==> config.mk <==
export PLATFORM = sky130hd
export DESIGN_NAME = uart_rx_ctrl
export DESIGN_NICKNAME = d
export VERILOG_FILES = /design/src/rtl/uart_rx_ctrl.sv
export SDC_FILE = /design/constraint.sdc
export NUM_CORES = 1
export LEC_CHECK = 0
export ABC_AREA = 0
export CORE_MARGIN = 2
export CORE_UTILIZATION = 53
export DETAILED_ROUTE_END_ITERATION = 12
export PLACE_DENSITY_LB_ADDON = 0.25
export SYNTH_ARGS = -nofsm -noshare
export SYNTH_HDL_FRONTEND = slang
export SYNTH_SLANG_ARGS = --single-unit
==> constraint.sdc <==
create_clock -name clk -period 1.8 [get_ports clk]
set_input_delay 0.36 -clock clk [delete_from_list [all_inputs] [get_ports clk]]
set_output_delay 0.36 -clock clk [all_outputs]
set_load 0.01 [all_outputs]
==> src/rtl/uart_rx_ctrl.sv <==
// UART receive controller: synchronizes rs232_rx, samples it on the baud generator's mid-bit
// strobe and hands complete bytes to the consumer through a valid/ack handshake with error flags.
module uart_rx_ctrl #(
  parameter int DATA_BITS   = 8,
  parameter int PARITY_EN   = 0,
  parameter int PARITY_ODD  = 0,
  parameter int SYNC_STAGES = 2
) (
  input  logic                 clk,
  input  logic                 rst,
  input  logic                 rs232_rx,
  input  logic                 clk_bps,
  output logic                 bps_start,
  output logic [DATA_BITS-1:0] rx_data,
  output logic                 rx_valid,
  input  logic                 rx_ack,
  output logic                 rx_busy,
  output logic                 frame_err,
  output logic                 parity_err,
  output logic                 overrun,
  output logic [2:0]           fsm_state
);

  localparam logic [2:0] S_IDLE   = 3'd0;
  localparam logic [2:0] S_START  = 3'd1;
  localparam logic [2:0] S_DATA   = 3'd2;
  localparam logic [2:0] S_PARITY = 3'd3;
  localparam logic [2:0] S_STOP   = 3'd4;
  localparam logic [2:0] S_BRK    = 3'd5;

  localparam logic [3:0] LAST_BIT = 4'(DATA_BITS - 1);
  localparam logic       ODD      = (PARITY_ODD != 0);

  logic [SYNC_STAGES-1:0] sync_q;
  logic [SYNC_STAGES:0]   primed_q;
  logic                   rs_s;
  logic                   rs_d;
  logic                   fall;
  logic [2:0]             state;
  logic [3:0]             bitcnt;
  logic [DATA_BITS-1:0]   shreg;
  logic                   perr;

  assign rs_s = sync_q[SYNC_STAGES-1];

  // A fall is only trusted once both rs_s and rs_d hold real line samples, so a line that
  // is already low when reset releases is not mistaken for a start bit.
  assign fall      = primed_q[SYNC_STAGES] & rs_d & ~rs_s;
  assign rx_busy   = (state != S_IDLE);
  assign fsm_state = state;

  always_ff @(posedge clk or negedge rst) begin
    if (!rst) begin
      sync_q   <= '1;
      primed_q <= '0;
      rs_d     <= 1'b1;
    end else begin
      sync_q   <= {sync_q[SYNC_STAGES-2:0], rs232_rx};
      primed_q <= {primed_q[SYNC_STAGES-1:0], 1'b1};
      rs_d     <= rs_s;
    end
  end

  // Handshake: rx_valid is a level held until rx_ack is high on a clock edge; rx_ack also
  // clears overrun. A byte completing on the same edge as rx_ack keeps rx_valid set.
  always_ff @(posedge clk or negedge rst) begin
    if (!rst) begin
      state      <= S_IDLE;
      bps_start  <= 1'b0;
      bitcnt     <= 4'd0;
      shreg      <= '0;
      perr       <= 1'b0;
      rx_data    <= '0;
      rx_valid   <= 1'b0;
      frame_err  <= 1'b0;
      parity_err <= 1'b0;
      overrun    <= 1'b0;
    end else begin
      frame_err  <= 1'b0;
      parity_err <= 1'b0;
      if (rx_ack) begin
        rx_valid <= 1'b0;
        overrun  <= 1'b0;
      end
      case (state)
        S_IDLE: begin
          if (fall) begin
            state     <= S_START;
            bps_start <= 1'b1;
            perr      <= 1'b0;
          end
        end
        S_START: begin
          if (clk_bps) begin
            if (rs_s) begin
              state     <= S_IDLE;
              bps_start <= 1'b0;
            end else begin
              state  <= S_DATA;
              bitcnt <= 4'd0;
            end
          end
        end
        S_DATA: begin
          if (clk_bps) begin
            // Shifting in from the top leaves the first (LSB) bit at position 0.
            shreg  <= {rs_s, shreg[DATA_BITS-1:1]};
            bitcnt <= bitcnt + 4'd1;
            if (bitcnt == LAST_BIT) begin
              state <= (PARITY_EN != 0) ? S_PARITY : S_STOP;
            end
          end
        end
        S_PARITY: begin
          if (clk_bps) begin
            perr  <= (^shreg) ^ rs_s ^ ODD;
            state <= S_STOP;
          end
        end
        S_STOP: begin
          if (clk_bps) begin
            bps_start <= 1'b0;
            if (rs_s) begin
              rx_data    <= shreg;
              rx_valid   <= 1'b1;
              parity_err <= perr;
              if (rx_valid && !rx_ack) begin
                overrun <= 1'b1;
              end
              state <= S_IDLE;
            end else begin
              frame_err <= 1'b1;
              state     <= S_BRK;
            end
          end
        end
        S_BRK: begin
          if (rs_s) begin
            state <= S_IDLE;
          end
        end
        default: begin
          state     <= S_IDLE;
          bps_start <= 1'b0;
        end
      endcase
    end
  end

endmodule
==> flow_summary.yaml <==
synth:
  synth_async_sr_flop_share_pct: 100
  yosysTopAreaCell: "dfrtp_1"
  synth_edf_count: 0
  ys.flop_type: "dfrtp_1"
  synth_cell_types: 34
  synth-seq-area-share_pct: 57.6
  synth_top_area_share_pct: 52.5
  synth.avg_cell_area_um2: 12.8
  syn_area_um2: 1530
  netlist_instances: 119
  ys_ff_latch: 35
  synthTopCellsByArea: "dfrtp_1 (52%), mux2_2 (13%), dfstp_2 (5.2%), xnor2_1 (2.9%), o21ai_0 (2.3%)"
  synth_fp_nets: 125
  yosysWarnings: 0
global_route:
  grt_use_total_pct: 17.6
  grt_pass1_wl_mm: 4.40
  grt_max_degree: 36
  antenna_found_initial: 0
  grt_pass1_vias: 993
  grt-ovfl-total: 0
cells_and_area:
  final_common_cell: "dfrtp_1"
  drive_gt1_share_pct: 26.2
  instances_no_fill: 180
  antennaDiodeCount: 0
  area_growth_pct: 21.2
  fin_area_um2: 1850
  most-common-layout-cells: "dfrtp_1 (32), mux2_2 (17), clkdlybuf4s50_1 (17)"
  nets: 154
cts:
  cts_buffers: 5
  htree_levels: 2
  clk_pin_slew_ns: 0.10
  cts_tree: "done"
  worstSkewPairLatency_ns: 0.33
  hold_buffers: 0
  cts_root_buf: "clkbuf_4"
  cts.path.max_buffers: 2
  clock_sinks: 35
placement:
  place_area_um2: 1790
  io_buffers: 21
  placedCellCount: 171
  gp_congestion: 0.743
  place_hpwl_mm: 1.70
timing:
  clock.fmax_mhz: 570
  timing.setup.tns_ns: 0
  whs_ns: 0.358
  hold_viol_final: 0
  fin_crit_sh_pct: 97.4
  slew_viol_final: 0
  clock-skew-final_ns: 0.00714
  min_period_ns: 1.75
  setup_viol: 0
critical_path:
  crit_fanout: 2
  critPathArrivalTime_ns: 1.39
  crit_path_cell_trace: "or3_4 > dlygate4sd2_1"
  crit_type: "register to primary output"
  cpMaxStageDelayCell: "dfrtp_1"
  critPathCaptureType: "primary output"
  startpoint_type: "register"
  max_stage_delay_ns: 0.40
  cp_data_required_time_ns: 1.44
detailed_routing:
  post_drt_wl_per_cell_um: 13.7
  totalWireLength_mm: 2.47
  num_vias: 992
  drc_errors: 0
  first_iter_violations: 24
  ant_nets: 0
  firstDrtPassIters: 4
  drt-vias-per-instance: 5.51
floorplanning:
  dieWidth_um: 57.7
  die_h_um: 57.7
  row_count: 19
  dieArea_um2: 3330
  ios: 22
  start_util_pct: 55.4
  core_region_area_um2: 2760
outcome:
  status: "completed"
job:
  maxCapViolCount: 0
pwr:
  vdd_ir_drop_max_mv: 1.02
  p_leak_uw: 0.000878
  p_per_area_nw_per_um2: 1380
min_path:
  hold_class: "register to register"
-- power breakdown --
group,switching (uW),internal [uW]
Combinational,411,590
Sequential,162,986
Clock,248,151
Total,822,1730
-- routing by layer --
| layer | routed length, um | vias to the layer above | part of all wire [%] | global-route usage [%] |
|---|---|---|---|---|
| li1 | - | 472 | - | - |
| met1 | 1070 | 485 | 43 | 22.1 |
| met2 | 1210 | 30 | 49 | 28.1 |
| met3 | 156 | 5 | 6.3 | 6.70 |
| met4 | 38 | 0 | 1.5 | 5.98 |
| met5 | 0 | - | 0 | 0 |
-- Yosys cell counts, types with 2 or more instances --
library cell / n
dfrtp_1: 32
mux2_2: 17
o21ai_0: 7
buf_2: 6
nor2_1: 6
inv_1: 5
xnor2_1: 5
a21oi_1: 3
dfstp_2: 3
nand2_1: 3
nor2b_1: 3
a22o_1: 2
and3b_1: 2
nand3_1: 2
nand4_1: 2
nor3b_1: 2
xor2_1: 2
-- flip-flops by register name, indices dropped and copies added (netlist names) --
signal / cells
bps_start: 1
bitcnt: 4
fsm_state: 3
parity_err: 1
perr: 1
rx_valid: 1
rx_data: 8
frame_err: 1
shreg: 8
primed_q: 3
overrun: 1
sync_q: 2
rs_d: 1
-- final cells by class --
class | instances | area, um^2
flip-flops and latches | 35 | 880
fillers | 216 | 907
clock inverters | 2 | 12.5
inverters | 5 | 18.8
well taps | 31 | 38.8
repair buffers | 29 | 269
clock buffers | 6 | 41.3
multi-input cells | 72 | 591
-- kinds of logic (layout without fill, tap and decap cells) --
family | Yosys count | count (layout) | synth area share (%)
flip-flops | 35 | 35 | 57.6
XOR/XNOR | 8 | 8 | 5.49
adder cells (fa/ha/maj) | 1 | 1 | 0.820
AO/OA/AOI/OAI | 20 | 20 | 9.51
buffers and inverters | 12 | 42 | 3.69
AND/OR/NAND/NOR | 25 | 25 | 10.1
multiplexers | 17 | 17 | 12.5
other | 1 | 1 | 0.246
-- path summary, 6_finish.rpt --
path | slack, ns | depth (start not counted) | startpoint | end
max | 0.05 | 2 | fsm_state[1]$_DFFE_PN0P_ | rx_busy
min | 0.36 | 0 | primed_q[0]$_DFF_PN0_ | primed_q[1]$_DFF_PN0_
max reg2reg | 0.23 | 5 | fsm_state[1]$_DFFE_PN0P_ | bitcnt[0]$_DFFE_PN0P_
min reg2reg | 0.36 | 0 | primed_q[0]$_DFF_PN0_ | primed_q[1]$_DFF_PN0_
max in group asynchronous | 1.04 | 2 | rst | rs_d$_DFF_PN1_
min in group asynchronous | 0.43 | 2 | rst | fsm_state[1]$_DFFE_PN0P_
-- through the flow --
stage          power (uW)  utilization [%]  setup WS (ns)
2_1_floorplan        1850                -          0.365
3_3_place_gp         2130             64.9         0.0397
3_5_place_dp         2180             64.9         0.0320
4_1_cts              2580             66.7         0.0275
5_1_grt              2730             67.1       -0.00123
6_report             2550             67.1         0.0471
-- worst max-delay path: cells and delay by family, from the launching register on --
family / cells / cell delay, ns
DFF: 1 / 0.40
and+or+nand+nor: 1 / 0.38
buffers and inverters: 1 / 0.29
-- timing repair --
action	CTS	global route
endpoints found under the hold margin	0	0
setup endpoints to repair	3	2
gates resized for setup	3	1
setup buffers	0	1
(Power assumes the default switching activity.)
